--- src/rtl/el2_lsu_trigger_hit_ctl_if.sv ---
`default_nettype none
// ============================================================================
//  Module      : el2_lsu_trigger_hit_ctl_if
//  Description : Signal bundle between the LSU trigger match logic, the
//                trigger hit controller and dec_tlu.
//                  LSU side   : lsu_trigger_match_m, lsu_valid_m,
//                               lsu_flush_m, lsu_flush_r, dbg_mode
//                  CSR side   : trig_chain, trig_action, trig_hit_clr
//                  dec_tlu    : dec_tlu_trig_ack (in), lsu_trig_req,
//                               lsu_trig_halt, lsu_trig_hit_vec (out)
//                  status     : lsu_trig_hit_sticky, lsu_trig_drop_cnt
//                modport slave  : the hit controller
//                modport master : whatever drives the controller
//  Revision    : 1.0  initial release
// ============================================================================
interface el2_lsu_trigger_hit_ctl_if;
    logic [3:0] lsu_trigger_match_m;
    logic       lsu_valid_m;
    logic       lsu_flush_m;
    logic       lsu_flush_r;
    logic       dbg_mode;
    logic [1:0] trig_chain;
    logic [3:0] trig_action;
    logic [3:0] trig_hit_clr;
    logic       dec_tlu_trig_ack;
    logic       lsu_trig_req;
    logic       lsu_trig_halt;
    logic [3:0] lsu_trig_hit_vec;
    logic [3:0] lsu_trig_hit_sticky;
    logic [3:0] lsu_trig_drop_cnt;

    modport slave (
        input  lsu_trigger_match_m, lsu_valid_m, lsu_flush_m, lsu_flush_r,
               dbg_mode, trig_chain, trig_action, trig_hit_clr,
               dec_tlu_trig_ack,
        output lsu_trig_req, lsu_trig_halt, lsu_trig_hit_vec,
               lsu_trig_hit_sticky, lsu_trig_drop_cnt
    );

    modport master (
        output lsu_trigger_match_m, lsu_valid_m, lsu_flush_m, lsu_flush_r,
               dbg_mode, trig_chain, trig_action, trig_hit_clr,
               dec_tlu_trig_ack,
        input  lsu_trig_req, lsu_trig_halt, lsu_trig_hit_vec,
               lsu_trig_hit_sticky, lsu_trig_drop_cnt
    );
endinterface
`default_nettype wire

--- src/rtl/el2_lsu_trigger_hit_ctl.sv ---
`default_nettype none
// ============================================================================
//  Module      : el2_lsu_trigger_hit_ctl
//  Description : Registers the M-stage trigger match vector into R, qualifies
//                it against flushes and debug mode, applies mcontrol chaining
//                (pairs 0/1 and 2/3) and holds a single breakpoint/halt
//                request toward dec_tlu until acknowledged. Also keeps sticky
//                per-trigger hit bits and a saturating count of qualified
//                hits that arrived while a request was already outstanding.
//  Ports       : clk    - core clock
//                rst_l  - synchronous active-low reset
//                bus    - el2_lsu_trigger_hit_ctl_if.slave (all data/handshake)
//  Revision    : 1.0  initial release
// ============================================================================
module el2_lsu_trigger_hit_ctl (
    input  wire logic                        clk,
    input  wire logic                        rst_l,
    el2_lsu_trigger_hit_ctl_if.slave         bus
);

    typedef enum logic [0:0] {
        IDLE = 1'b0,
        PEND = 1'b1
    } state_t;

    localparam logic [3:0] C_DROP_MAX = 4'd15;

    state_t     r_state;
    state_t     w_state_next;
    logic       w_capture;
    logic       w_ack_pend;

    logic [3:0] r_match;
    logic [3:0] w_qual;
    logic [3:0] w_hit;
    logic       w_any_hit;
    logic       w_pair01_ok;
    logic       w_pair23_ok;

    logic       r_halt;
    logic [3:0] r_hit_vec;
    logic [3:0] r_sticky;
    logic [3:0] r_drop_cnt;
    logic [3:0] w_sticky_next;
    logic [3:0] w_drop_next;

    // ------------------------------------------------------------------
    // Qualification and chaining of the R-stage match vector
    // ------------------------------------------------------------------
    assign w_qual      = r_match & {4{~bus.lsu_flush_r & ~bus.dbg_mode}};
    assign w_pair01_ok = w_qual[0] & w_qual[1];
    assign w_pair23_ok = w_qual[2] & w_qual[3];

    // A chained pair fires only as a whole: both bits survive or neither does.
    assign w_hit[1:0]  = bus.trig_chain[0] ? {2{w_pair01_ok}} : w_qual[1:0];
    assign w_hit[3:2]  = bus.trig_chain[1] ? {2{w_pair23_ok}} : w_qual[3:2];
    assign w_any_hit   = |w_hit;

    // ------------------------------------------------------------------
    // Request state machine: next state
    // ------------------------------------------------------------------
    always_comb begin
        w_state_next = r_state;
        w_capture    = 1'b0;
        w_ack_pend   = 1'b0;
        unique case (r_state)
            IDLE: begin
                // An ack seen here has nothing to acknowledge and is ignored.
                if (w_any_hit) begin
                    w_state_next = PEND;
                    w_capture    = 1'b1;
                end
            end
            PEND: begin
                // Only ack (or reset) leaves PEND; dbg_mode changes do not.
                if (bus.dec_tlu_trig_ack) begin
                    w_state_next = IDLE;
                    w_ack_pend   = 1'b1;
                end
            end
            default: w_state_next = IDLE;
        endcase
    end

    // Set wins over clear when both hit the same bit in one cycle.
    assign w_sticky_next = (r_sticky & ~bus.trig_hit_clr) | (w_capture ? w_hit : 4'd0);

    // Hits arriving while a request is outstanding (including the ack cycle)
    // are dropped and counted; a hit-free ack restarts the count.
    always_comb begin
        w_drop_next = r_drop_cnt;
        if (r_state == PEND) begin
            if (w_any_hit) begin
                if (r_drop_cnt != C_DROP_MAX) begin
                    w_drop_next = r_drop_cnt + 4'd1;
                end
            end else if (bus.dec_tlu_trig_ack) begin
                w_drop_next = 4'd0;
            end
        end
    end

    // ------------------------------------------------------------------
    // Registers
    // ------------------------------------------------------------------
    always_ff @(posedge clk) begin
        if (!rst_l) begin
            r_state    <= IDLE;
            r_match    <= 4'd0;
            r_halt     <= 1'b0;
            r_hit_vec  <= 4'd0;
            r_sticky   <= 4'd0;
            r_drop_cnt <= 4'd0;
        end else begin
            r_state    <= w_state_next;
            r_match    <= bus.lsu_trigger_match_m
                          & {4{bus.lsu_valid_m & ~bus.lsu_flush_m}};
            r_sticky   <= w_sticky_next;
            r_drop_cnt <= w_drop_next;
            if (w_capture) begin
                r_hit_vec <= w_hit;
                // Any halt-action trigger in the set promotes the whole
                // request to a debug halt.
                r_halt    <= |(w_hit & bus.trig_action);
            end else if (w_ack_pend) begin
                r_hit_vec <= 4'd0;
                r_halt    <= 1'b0;
            end
        end
    end

    assign bus.lsu_trig_req        = (r_state == PEND);
    assign bus.lsu_trig_halt       = r_halt;
    assign bus.lsu_trig_hit_vec    = r_hit_vec;
    assign bus.lsu_trig_hit_sticky = r_sticky;
    assign bus.lsu_trig_drop_cnt   = r_drop_cnt;

endmodule
`default_nettype wire

--- src/flat_wrapper.sv ---
// flat-port wrapper written by rule: the top's interface ports become plain ports
module el2_lsu_trigger_hit_ctl_flat 
  (clk, rst_l, bus_lsu_trigger_match_m, bus_lsu_valid_m, bus_lsu_flush_m, bus_lsu_flush_r, bus_dbg_mode, bus_trig_chain, bus_trig_action, bus_trig_hit_clr, bus_dec_tlu_trig_ack, bus_lsu_trig_req, bus_lsu_trig_halt, bus_lsu_trig_hit_vec, bus_lsu_trig_hit_sticky, bus_lsu_trig_drop_cnt);
  el2_lsu_trigger_hit_ctl_if bus_i ();
  input  wire logic clk;
  input  wire logic rst_l;
  input wire logic [$bits(bus_i.lsu_trigger_match_m)-1:0] bus_lsu_trigger_match_m;
  input wire logic [$bits(bus_i.lsu_valid_m)-1:0] bus_lsu_valid_m;
  input wire logic [$bits(bus_i.lsu_flush_m)-1:0] bus_lsu_flush_m;
  input wire logic [$bits(bus_i.lsu_flush_r)-1:0] bus_lsu_flush_r;
  input wire logic [$bits(bus_i.dbg_mode)-1:0] bus_dbg_mode;
  input wire logic [$bits(bus_i.trig_chain)-1:0] bus_trig_chain;
  input wire logic [$bits(bus_i.trig_action)-1:0] bus_trig_action;
  input wire logic [$bits(bus_i.trig_hit_clr)-1:0] bus_trig_hit_clr;
  input wire logic [$bits(bus_i.dec_tlu_trig_ack)-1:0] bus_dec_tlu_trig_ack;
  output wire logic [$bits(bus_i.lsu_trig_req)-1:0] bus_lsu_trig_req;
  output wire logic [$bits(bus_i.lsu_trig_halt)-1:0] bus_lsu_trig_halt;
  output wire logic [$bits(bus_i.lsu_trig_hit_vec)-1:0] bus_lsu_trig_hit_vec;
  output wire logic [$bits(bus_i.lsu_trig_hit_sticky)-1:0] bus_lsu_trig_hit_sticky;
  output wire logic [$bits(bus_i.lsu_trig_drop_cnt)-1:0] bus_lsu_trig_drop_cnt;
  assign bus_i.lsu_trigger_match_m = bus_lsu_trigger_match_m;
  assign bus_i.lsu_valid_m = bus_lsu_valid_m;
  assign bus_i.lsu_flush_m = bus_lsu_flush_m;
  assign bus_i.lsu_flush_r = bus_lsu_flush_r;
  assign bus_i.dbg_mode = bus_dbg_mode;
  assign bus_i.trig_chain = bus_trig_chain;
  assign bus_i.trig_action = bus_trig_action;
  assign bus_i.trig_hit_clr = bus_trig_hit_clr;
  assign bus_i.dec_tlu_trig_ack = bus_dec_tlu_trig_ack;
  assign bus_lsu_trig_req = bus_i.lsu_trig_req;
  assign bus_lsu_trig_halt = bus_i.lsu_trig_halt;
  assign bus_lsu_trig_hit_vec = bus_i.lsu_trig_hit_vec;
  assign bus_lsu_trig_hit_sticky = bus_i.lsu_trig_hit_sticky;
  assign bus_lsu_trig_drop_cnt = bus_i.lsu_trig_drop_cnt;
  el2_lsu_trigger_hit_ctl u_core (.clk(clk), .rst_l(rst_l), .bus(bus_i));
endmodule
--- config.mk ---
export PLATFORM = sky130hd
export DESIGN_NAME = el2_lsu_trigger_hit_ctl_flat
export DESIGN_NICKNAME = d
export VERILOG_FILES = /design/src/rtl/el2_lsu_trigger_hit_ctl_if.sv /design/src/rtl/el2_lsu_trigger_hit_ctl.sv /design/src/flat_wrapper.sv
export SDC_FILE = /design/constraint.sdc
export NUM_CORES = 1
export LEC_CHECK = 0
export CORE_AREA = 2 2 58 60
export DETAILED_ROUTE_END_ITERATION = 6
export DIE_AREA = 0 0 60 62
export SLEW_MARGIN = 25
export SYNTH_ARGS = -nofsm -noshare
export SYNTH_HDL_FRONTEND = slang
export SYNTH_SLANG_ARGS = --single-unit
--- constraint.sdc ---
create_clock -name clk -period 1.42 [get_ports clk]
set_input_delay 0.284 -clock clk [delete_from_list [all_inputs] [get_ports clk]]
set_output_delay 0.284 -clock clk [all_outputs]
set_load 0.03 [all_outputs]
Word level (Yosys, flattened, before mapping):

Index checks and enable logic that the tools add are counted.

* output and inout bits: 14
* memory bits (writable): 0
* word-level logic and storage cells: 44
* memories: 0
* bits in read-only memories: 0
* bits in registers: 18
* latch bits: 0

* $mul: 0
* $add $sub $neg: 1
* shift-type cells: 0
* equal/unequal tests: 2
* bitwise gates (word level): 14
* reduce and logical (&&, ||, !) cells: 5
* multiplexer cells: 16
* div/mod/pow operators: 0
* order comparisons: 0

Operators by type and width (number)
* $mux 4: 6
* $and 4x4->4: 4
* $reduce_or 4->1: 2
* $mux 1: 7
* $add 4x1->4 const B: 1
* $and 1x1->1: 4
* $mux 2: 2
* $ne 4x4->1 const B: 1
* $not 1->1: 4
* $not 4->4: 1
* $or 4x4->4: 1
* $reduce_bool 2->1: 2
* $reduce_and 3->1: 1
* $ne 2x2->1 const B: 1
* $pmux 1 s2: 1

Longest topological paths before layout:

* word-level depth: 10
* depth in mapped cells: 6
* depth with buffers taken out: 6

Least setup slack after synthesis:

No wires, ideal clock.

* kind: reg2reg
* start point: reg u_core.r_match[1]
* end point: reg u_core.r_drop_cnt[2], in the netlist u_core.bus.lsu_trig_drop_cnt[2]
* slack: -0.092 ns
* stages on the path, launching flop included: 6
* arrival time: 1.425 ns
* path through: dfxtp_1 > nor2b_4 > o2111ai_4 > and2_4 > mux2_4 > a221oi_2

* cells in the longest elaborated chain, start to end: 6
* elaborated cells between the ends (all ways): 8
* those cells by class: eq/ne (1); mux (2); bitwise (2); reduce/logical (3)

Ends and longest elaborated chain
* start: declaration: line el2_lsu_trigger_hit_ctl.sv:33 `logic [3:0] r_match;`
* start signal: assignment: line el2_lsu_trigger_hit_ctl.sv:116 `r_match <= bus.lsu_trigger_match_m`
* $and 4x4->4 (*): line el2_lsu_trigger_hit_ctl.sv:50 `assign w_qual = r_match & {4{~bus.lsu_flush_r & ~bus.dbg_mode}};`
* $and 1x1->1: line el2_lsu_trigger_hit_ctl.sv:51 `assign w_pair01_ok = w_qual[0] & w_qual[1];`
* $mux 2 (*): line el2_lsu_trigger_hit_ctl.sv:55 `assign w_hit[1:0] = bus.trig_chain[0] ? {2{w_pair01_ok}} : w_qual[1:0];`
* $reduce_or 4->1 (*): line el2_lsu_trigger_hit_ctl.sv:57 `assign w_any_hit = |w_hit;`
* $ne 2x2->1 (no line) / $reduce_bool 2->1 (equally long branches)
* $reduce_and 3->1 (no line)
* end signal: assignment: line el2_lsu_trigger_hit_ctl.sv:119 `r_drop_cnt <= w_drop_next;`
* end: declaration: line el2_lsu_trigger_hit_ctl.sv:43 `logic [3:0] r_drop_cnt;`

Mark *: on every way between the ends. The rest lies on a longest branch, timed or not.
A chain may end at the register's enable or synchronous reset.

Worst setup path in the final report:

Ends and elaborated chain as after synthesis.

==> flow_summary_export.csv <==
group,metric,value,unit
synth,synth_top_area_share,0.408,
setup_path,critPathBufInv,0,
placed_design,placed_cell_area,1400,um2
die,io-pin-count,35,
die,die-width,60,um
setup_path,critPathLaunchType,"flop",
clocking,clkTransAtPathRegs,0.10,ns
grt,grt_max_degree,15,
placed_design,place_hpwl,1730,um
sta,post-route-min-period,1.47,ns
placed_design,dpl.cell_count,191,
detailed_routing,wl_per_cell,10.9,um
setup_path,cp-end-kind,"flop",
sta,hold_ws,0.455,ns
detailed_routing,drc_errors,0,
sta,slew_headroom,0.760,
sta,fin_setup_tns,-0.0529,ns
placed_design,port_buffers,34,
clocking,cts_buffers,3,
synth,ys_ff_latch,18,
sta,drv_slew,0,
setup_path,slowest_delay,0.39,ns
placed_design,dp_slack,-0.593,ns
synth,yosysUniqueCellTypes,29,
clocking,root_buffer,"clkbuf_4",
power,power,0.977,mW
die,die_area,3720,um2
synth,avgSynthCellArea,9.11,um2
run_status,violations,"negative setup slack",
grt,grt_pass1_wl,3270,um
power,vdd_drop_max,0.271,mV
synth,syn_inst,97,
grt,antenna_found_initial,0,
synth,yosysTopAreaCell,"dfxtp_1",
synth,syn-num-nets,119,
clocking,cts_tree,"done",
clocking,holdBufCountCts,0,
layout,layout.cells.non_filler,195,
setup_path,crit_required,1.63,ns
sta,hold_viol_final,0,
die,start_util,0.278,
die,fp-row-count,21,
setup_path,crit_family,"compound AO/OA/AOI/OAI gates",
grt,gr-total-overflow,0,
die,core,3180,um2
layout,drive_above_1_share,0.255,
sta,fin_crit_sh,1.04,
synth,syn_area,883,um2
detailed_routing,drt_pass1_iterations,3,
grt,grt_usage,0.120,
synth,yosysSeqAreaShare,0.408,
clocking,clock_latency,0.29,ns
layout,n_antenna_cell,0,
grt,grt_pass1_vias,766,
sta,skew,0.00294,ns
detailed_routing,vias,866,
sta,tightest_slew,0.359,ns
layout,area_delta_synth_final,61.9,%
clocking,post-cts-setup-buffers,0,
layout,utilization,0.450,
hold_path,hold_class,"flop to flop",
die,die_height,62,um
setup_path,arrival,1.68,ns
sta,setup_violations,1,
detailed_routing,antenna_left,0,
layout,finalInstanceArea,1430,um2
synth,synth.area.top_cells,"dfxtp_1 41%, a21boi_0 7.6%, nand2_1 6.4%",
layout,nNetsFinal,172,
detailed_routing,first_iter_violations,23,
sta,setup_ws,-0.0529,ns
sta,timing.fmax,0.679,GHz
setup_path,slowest_stage,"dfxtp_4",
clocking,htreeDepth,1,
detailed_routing,routed_via_density,4.44,
setup_path,path_class,"flop to flop",
synth,synth_warnings,0,
run_status,status,"finished, violations left",
power,leakagePower,0.602,nW
layout,fill_cells,313,
setup_path,crit_fanout,4,
sta,rsz0062_at_grt,"yes",
placed_design,routabilityCongestion,0.790,
clocking,clock-sinks,18,
detailed_routing,wl,2130,um
power,p_per_area,683,nW/um2
clocking,cts_max_path_buffers,2,
setup_path,cp_cell_sequence,"nor2b_4, o2111ai_4, and2_4, mux2_4, a221oi_2",
flow_run,maxCapViolCount,0,
[worst reg2reg max path, stage by stage (launching register included)]
cell and delay, ns:
dfxtp_4 0.39, nor2b_4 0.05, o2111ai_4 0.19, and2_4 0.19
mux2_4 0.30, a221oi_2 0.27
[cell type report]
| class | instances | area, um2 | share of cell area |
|---|---|---|---|
| inverters | 2 | 7.51 | 0.00525 |
| multi-input cells | 75 | 515 | 0.360 |
| clock buffers | 4 | 36.3 | 0.0254 |
| repair buffers | 50 | 440 | 0.308 |
| well taps | 46 | 57.6 | 0.0402 |
| flip-flops and latches | 18 | 373 | 0.261 |
[placed cells by master (no fill, tap or decap), types with 2 or more instances in the layout]
master	synthesis	layout
dfxtp_1	18	12
a21boi_0	9	5
nand3b_1	3	3
o21ai_0	2	2
inv_1	2	2
and2_1	4	4
nand2_1	15	14
nor2_1	5	5
clkdlybuf4s50_1	0	18
dlygate4sd2_1	0	14
a21boi_1	0	4
nand3_1	7	7
nand2b_1	6	6
mux2i_1	2	2
dfxtp_2	0	4
dfxtp_4	0	2
buf_4	0	17
nor2b_1	2	2
a21oi_1	2	2
a22oi_1	2	2
clkbuf_4	0	3
o211ai_1	2	2
[state kept, by name (all words and copies together), names as in the netlist]
name / count
u_core.bus.lsu_trig_req: 1
u_core.bus.lsu_trig_hit_sticky: 4
u_core.r_match: 4
u_core.bus.lsu_trig_halt: 1
u_core.bus.lsu_trig_hit_vec: 4
u_core.bus.lsu_trig_drop_cnt: 4
[final timing paths]
path | from | endpoint | slack, ns | cells past startpoint
setup / recovery | u_core.r_match[1] | u_core.bus.lsu_trig_drop_cnt[2] | -0.05 | 5
setup reg to reg | u_core.r_match[1] | u_core.bus.lsu_trig_drop_cnt[2] | -0.05 | 5
hold / removal | u_core.bus.lsu_trig_hit_vec[2] | u_core.bus.lsu_trig_hit_vec[2] | 0.46 | 2
hold reg to reg | u_core.bus.lsu_trig_hit_vec[2] | u_core.bus.lsu_trig_hit_vec[2] | 0.46 | 2
[routing by layer]
layer,vias to the layer above,GRT usage,share of wire,wire length [um]
met5,-,0,0,0
met4,0,0.0794,0.025,53
met3,6,0.0207,0.047,100
met2,24,0.210,0.49,1050
met1,387,0.134,0.44,929
li1,449,-,-,-
[power by group]
group	leakage, nW	internal [mW]	total (mW)	switching [mW]
combinational	0.433	0.0911	0.144	0.0528
sequential	0.149	0.508	0.514	0.00652
clock	0.0210	0.156	0.318	0.162
total	0.602	0.755	0.977	0.221
[synthesized netlist by cell type]
cell,instances
dfxtp_1,18
nand2_1,15
a21boi_0,9
nand3_1,7
nand2b_1,6
nor2_1,5
and2_1,4
nand3b_1,3
a21oi_1,2
a22oi_1,2
clkbuf_1,2
inv_1,2
mux2i_1,2
nor2b_1,2
nor3_1,2
o211ai_1,2
o21ai_0,2
a221oi_2,1
a31o_2,1
and2_4,1
ha_1,1
mux2_4,1
nand2b_2,1
nor2b_4,1
o2111ai_4,1
o21bai_4,1
o221ai_1,1
o311a_1,1
or2_2,1
[timing repair]
action,CTS,global route
setup endpoints to repair,22,10
gates resized for setup,23,3
pin swaps,4,2
[cell families after synthesis]
kind of cell / Yosys count / share of synthesized area
multiplexers: 3 / 0.0397
buffers and inverters: 4 / 0.0170
AO/OA/AOI/OAI: 23 / 0.232
adder cells (fa/ha/maj): 1 / 0.0142
flip-flops: 18 / 0.408
AND/OR/NAND/NOR: 48 / 0.289
Power figures use the tool's default switching activity.
